--- config.mk ---
export PLATFORM = sky130hd
export DESIGN_NAME = mem_boot_loader
export DESIGN_NICKNAME = d
export VERILOG_FILES = /design/src/rtl/boot_pkg.sv /design/src/rtl/boot_byte_packer.sv /design/src/rtl/mem_boot_loader.sv
export SDC_FILE = /design/constraint.sdc
export NUM_CORES = 1
export LEC_CHECK = 0
export ABC_CLOCK_PERIOD_IN_PS = 2200
export CAP_MARGIN = 20
export CORE_MARGIN = 10
export CORE_UTILIZATION = 50
export DETAILED_ROUTE_END_ITERATION = 8
export GPL_ROUTABILITY_DRIVEN = 1
export GPL_TIMING_DRIVEN = 0
export PLACE_DENSITY = 0.77
export SLEW_MARGIN = 20
export SYNTH_ARGS = -nofsm -noshare
export SYNTH_HDL_FRONTEND = slang
export SYNTH_SLANG_ARGS = --single-unit
--- constraint.sdc ---
create_clock -name clk -period 2.2 [get_ports clk]
set_clock_uncertainty 0.15 [all_clocks]
set_input_delay 0.44 -clock clk [delete_from_list [all_inputs] [get_ports clk]]
set_output_delay 0.44 -clock clk [all_outputs]
set_load 0.02 [all_outputs]
--- src/rtl/boot_pkg.sv ---
// Shared types and constants for the boot-time memory loader.
package boot_pkg;

    localparam int BYTE_W = 8;
    localparam int WORD_W = 16;

    typedef enum logic [2:0] {
        S_LEN_HI,
        S_LEN_LO,
        S_DATA_HI,
        S_DATA_LO,
        S_WRITE,
        S_CSUM,
        S_DONE,
        S_ERR
    } boot_state_t;

    // States in which the loader is willing to take a stream byte.
    function automatic logic state_accepts_byte(input boot_state_t s);
        return (s == S_LEN_HI) || (s == S_LEN_LO) || (s == S_DATA_HI) ||
               (s == S_DATA_LO) || (s == S_CSUM);
    endfunction

endpackage

--- src/rtl/boot_byte_packer.sv ---
// Holds the pending high byte, forms big-endian words and keeps the running XOR
// over every accepted length/data byte.
module boot_byte_packer
    import boot_pkg::*;
(
    input  logic              clk,
    input  logic              clear,
    input  logic              accept_hi,
    input  logic              accept_lo,
    input  logic [BYTE_W-1:0] byte_in,
    output logic [WORD_W-1:0] word,
    output logic [BYTE_W-1:0] xor_sum
);

    logic [BYTE_W-1:0] hi_byte;

    always_ff @(posedge clk) begin
        if (clear) begin
            hi_byte <= '0;
            xor_sum <= '0;
        end else begin
            if (accept_hi) begin
                hi_byte <= byte_in;
            end
            if (accept_hi || accept_lo) begin
                xor_sum <= xor_sum ^ byte_in;
            end
        end
    end

    // The low byte is taken straight from the stream so the word is ready on accept.
    assign word = {hi_byte, byte_in};

endmodule

--- src/rtl/mem_boot_loader.sv ---
// Streams a length-prefixed, XOR-checksummed byte image into memoryFile and
// holds the CPU in reset until the image is loaded and verified.
module mem_boot_loader
    import boot_pkg::*;
#(
    parameter int MEM_DEPTH = 256
) (
    input  logic              clk,
    input  logic              rst,
    input  logic [BYTE_W-1:0] in_data,
    input  logic              in_valid,
    output logic              in_ready,
    output logic [WORD_W-1:0] address,
    output logic [WORD_W-1:0] mem_write_data,
    output logic              mem_write_en,
    output logic              cpu_hold,
    output logic              done,
    output logic              err,
    output logic [WORD_W-1:0] words_loaded
);

    boot_state_t       state;
    logic [WORD_W-1:0] index;
    logic [WORD_W-1:0] word_count;
    logic [WORD_W-1:0] index_inc;
    logic [WORD_W-1:0] packed_word;
    logic [BYTE_W-1:0] xor_sum;
    logic              accept;
    logic              pack_hi;
    logic              pack_lo;
    logic              oversize;

    assign in_ready  = !rst && state_accepts_byte(state);
    assign accept    = in_valid && in_ready;
    assign index_inc = index + 16'd1;

    // Length bytes share the packer path so the length word forms like a data word.
    assign pack_hi  = accept && ((state == S_LEN_HI) || (state == S_DATA_HI));
    assign pack_lo  = accept && ((state == S_LEN_LO) || (state == S_DATA_LO));
    assign oversize = {16'd0, packed_word} > 32'(MEM_DEPTH);

    boot_byte_packer u_packer (
        .clk      (clk),
        .clear    (rst),
        .accept_hi(pack_hi),
        .accept_lo(pack_lo),
        .byte_in  (in_data),
        .word     (packed_word),
        .xor_sum  (xor_sum)
    );

    always_ff @(posedge clk) begin
        if (rst) begin
            state          <= S_LEN_HI;
            index          <= '0;
            word_count     <= '0;
            address        <= '0;
            mem_write_data <= '0;
            mem_write_en   <= 1'b0;
            cpu_hold       <= 1'b1;
            done           <= 1'b0;
            err            <= 1'b0;
            words_loaded   <= '0;
        end else begin
            mem_write_en <= 1'b0;
            case (state)
                S_LEN_HI: begin
                    if (accept) begin
                        state <= S_LEN_LO;
                    end
                end
                S_LEN_LO: begin
                    if (accept) begin
                        word_count <= packed_word;
                        if (oversize) begin
                            state <= S_ERR;
                            err   <= 1'b1;
                        end else if (packed_word == '0) begin
                            state <= S_CSUM;
                        end else begin
                            state <= S_DATA_HI;
                        end
                    end
                end
                S_DATA_HI: begin
                    if (accept) begin
                        state <= S_DATA_LO;
                    end
                end
                S_DATA_LO: begin
                    if (accept) begin
                        state          <= S_WRITE;
                        mem_write_en   <= 1'b1;
                        mem_write_data <= packed_word;
                        address        <= index;
                    end
                end
                // The strobe cycle: no byte is taken, the source holds its next byte.
                S_WRITE: begin
                    index        <= index_inc;
                    address      <= index_inc;
                    words_loaded <= words_loaded + 16'd1;
                    state        <= (index_inc == word_count) ? S_CSUM : S_DATA_HI;
                end
                S_CSUM: begin
                    if (accept) begin
                        if (in_data == xor_sum) begin
                            state    <= S_DONE;
                            done     <= 1'b1;
                            cpu_hold <= 1'b0;
                        end else begin
                            state <= S_ERR;
                            err   <= 1'b1;
                        end
                    end
                end
                S_DONE: state <= S_DONE;
                S_ERR:  state <= S_ERR;
                default: begin
                    state <= S_ERR;
                    err   <= 1'b1;
                end
            endcase
        end
    end

endmodule

==> reports/metrics.csv <==
stage;metric;value;unit
floorplanning;Chip Width;119;um
synth;synthesized cell area;4870;um2
cts;Clock Latency Late Sink;0.39;ns
global_routing;number of global-route vias before repair;4220;
global_routing;met2 GRT Util;29.7;%
floorplanning;Die Ht;119;um
cts;CTS buffer count;9;
synth;Post-synth ARST share;0;%
synth;Synth Area in Simple Gates;25.7;%
sta;worst slew pin tran;0.814;ns
critical_path;crit path cell chain;ha_4 -> buf_6 -> nand3_4 -> buf_8 -> o21ai_2 -> nand4_1 -> a2111oi_2 -> nand4_1 -> o31a_1;
global_routing;GR Layer Usage met3;4.05;%
detailed_routing;antenna-violating nets left;0;
critical_path;Critical Path Sink Type;flop;
synth;syn_area_per_cell;8.10;um2
layout;fin area;6070;um2
global_routing;pin count of the biggest net entering global routing;18;
sta;Max Slew Vio Count;0;
power_and_ir_drop;peak supply drop;0.303;mV
synth;post-synthesis compound-gate area fraction;14.4;%
critical_path;WP data arrival;2.31;ns
global_routing;GRT overflow;0;
global_routing;Top Usage Layer GRT;met2;
power_and_ir_drop;PD cells;552;nW/um2
layout;number of diodes;0;
sta;fin crit period;2.17;ns
critical_path;most used cell, CP;nand4_1;
floorplanning;row cnt;35;
sta;unrepaired setup endpoints after global routing;yes;
sta;hold slack;0.309;ns
power_and_ir_drop;Pleak;2.14;nW
sta;Slew Limit Headroom;45.3;%
cts;CTS tree;built;
synth;yosys warns;0;
synth;mux share of post-synthesis cell area;0.205;%
synth;count leader, synth;nand2_1;
synth;Synth Flop Type;dfxtp_1;
synth;largest family of logic cells by synthesized area;simple AND/OR/NAND/NOR gates;
sta;setup violators final;0;
synth;cells after synthesis;602;
placement;routability cong.;0.871;
placement;Area after DPL;5660;um2
outcome;status;completed;
critical_path;critical path's slowest cell;dfxtp_4;
detailed_routing;total number of vias;4475;
layout;Filler Cell Count;805;
synth;synth top area cells;dfxtp_1 42%, nand2_1 9.8%, a21oi_1 6.5%;
critical_path;critical path's largest stage delay;0.37;ns
critical_path;crit path launch type;flop;
detailed_routing;DR pass1 iterations;5;
detailed_routing;drt total wl;13400;um
min_path;min-delay worst type;flop to flop;
layout;layout cell share with drive strength beyond 1;11.9;%
layout;area grow syn2layout;24.5;%
floorplanning;starting density of the core;52.0;%
synth;post-synthesis xor/xnor area fraction;11.3;%
floorplanning;die area;14100;um2
synth;Seq cells post-synth;103;
sta;Final Hold Viols;0;
detailed_routing;WL/cell;16.4;um
critical_path;Crit Path Class;flop to flop;
floorplanning;# IOs;64;
synth;Cell variety after synth;54;
placement;DP HPWL;9590;um
synth;Synth area leader;dfxtp_1;
critical_path;CP required;2.34;ns
global_routing;All-Layer GR Usage;17.9;%
cts;Root Driver;clkbuf_8;
cts;clock sinks;103;
synth;Post-synth EDFFs;0;
run;Max-Cap Viols;0;
synth;sequential share of the synthesized area;42.3;%
detailed_routing;Initial DRC Count;391;
global_routing;first-pass GRT wire length;21000;um
sta;setup TNS;0;ns
global_routing;antenna violations before repair;0;
critical_path;number of buffers and inverters on the critical path;2;
global_routing;met1 Use GR;21.6;%
synth;top-area cell type share of the netlist area;42.3;%
layout;fin util;64.8;%
layout;Final #Nets;698;
cts;Clk pin slew, worst setup/hold paths;0.10;ns
power_and_ir_drop;total power;0.00335;W
floorplanning;core area;9370;um2
sta;Final Cycle Share;98.5;%
cts;CTS H-tree lvls;3;
synth;syn nets;615;
placement;Port Buffers;62;
sta;Peak Freq;0.461;GHz
cts;hold_buf cts;0;
critical_path;crit-path leading delay family;compound AO/OA/AOI/OAI gates;
synth;post-synthesis adder-cell area fraction;0.513;%
critical_path;CP Max Fanout;8;
cts;CTS max path bufs;2;
detailed_routing;Via-to-Cell Ratio;5.46;
detailed_routing;DR DRC count;0;
synth;Post-synth top cells;127 x nand2_1, 103 x dfxtp_1, 64 x nor2_1, 63 x a21oi_1, 34 x xnor2_1;
## metrics by stage
step	worst slack [ns]	cells
6_report	0.0330	819
5_1_grt	-0.112	819
4_1_cts	-0.103	809
3_5_place_dp	-0.674	793
3_3_place_gp	-0.649	793
2_1_floorplan	0.0122	602
## cells by family (layout without fill, tap and decap cells)
group,count (synthesis),count (layout)
simple gates,266,266
mux,1,1
compound gates,118,118
fa+ha+maj,2,2
xor+xnor,63,63
flops,103,103
buf+inv,49,137
## registers in the layout, summed over array words and instances, names as in the netlist, 3 cells and up
register	cells
address	16
index	16
mem_write_data	16
word_count	16
words_loaded	16
u_packer.hi_byte	8
u_packer.xor_sum	8
state	3
## report_power, final
group / total [W] / switching, W / internal (W) / leakage (nW)
Clock: 0.00115 / 0.000693 / 0.000455 / 0.0918
Combinational: 0.000273 / 0.000169 / 0.000104 / 1.21
Sequential: 0.00193 / 0.0000311 / 0.00190 / 0.836
## cell type report
type / instances / area [um2] / share of cell area (%)
repair buffers: 73 / 713 / 11.8
clock inverters: 5 / 41.3 / 0.680
clock buffers: 11 / 141 / 2.33
plain buffers: 41 / 269 / 4.43
flip-flops and latches: 103 / 2070 / 34.1
multi-input cells: 450 / 2640 / 43.5
inverters: 7 / 28.8 / 0.474
well taps: 129 / 161 / 2.66
## path summary, 6_finish.rpt
check                         start  cells past startpoint  slack (ns)                end
setup / recovery           index[1]                      9        0.03           state[1]
hold / removal    mem_write_data[7]                      2        0.31  mem_write_data[7]
setup reg to reg           index[1]                      9        0.03           state[1]
hold reg to reg   mem_write_data[7]                      2        0.31  mem_write_data[7]
## tightest hold or removal path, cell delays in order (launching register included)
cell and delay (ns):
dfxtp_1 0.32, nand2_1 0.05, a21oi_1 0.05
## layout by cell type (no fill, tap or decap), drive strengths merged, types with 2 or more instances in the layout
master         instances
or2                    2
ha                     2
buf                   26
clkdlybuf4s50         60
nand4                 11
nand2b                 4
nor3b                  4
o21ai                 22
nor3                  10
nor4                   6
nor2                  64
a221oi                 5
nand3                 13
nor2b                  3
nand2                127
dlygate4sd2            2
or3                    9
clkinv                 2
a22oi                  4
inv                    9
xor2                  29
a21oi                 63
and4                   3
xnor2                 34
a211oi                 9
a311o                  2
clkbuf                37
and3                   8
dfxtp                103
o31ai                  3
## timing repair
item / CTS / global route
pin swaps: 4 / 11
resized for setup: 15 / 29
buffers inserted: 0 / 11
endpoints found under the setup margin: 44 / 38
## metal layers
metal / vias to the layer above / routed length (um)
li1: 2202 / -
met1: 2105 / 5790
met2: 140 / 6520
met3: 28 / 831
met4: 0 / 252
met5: - / 0
(Power assumes the default switching activity.)
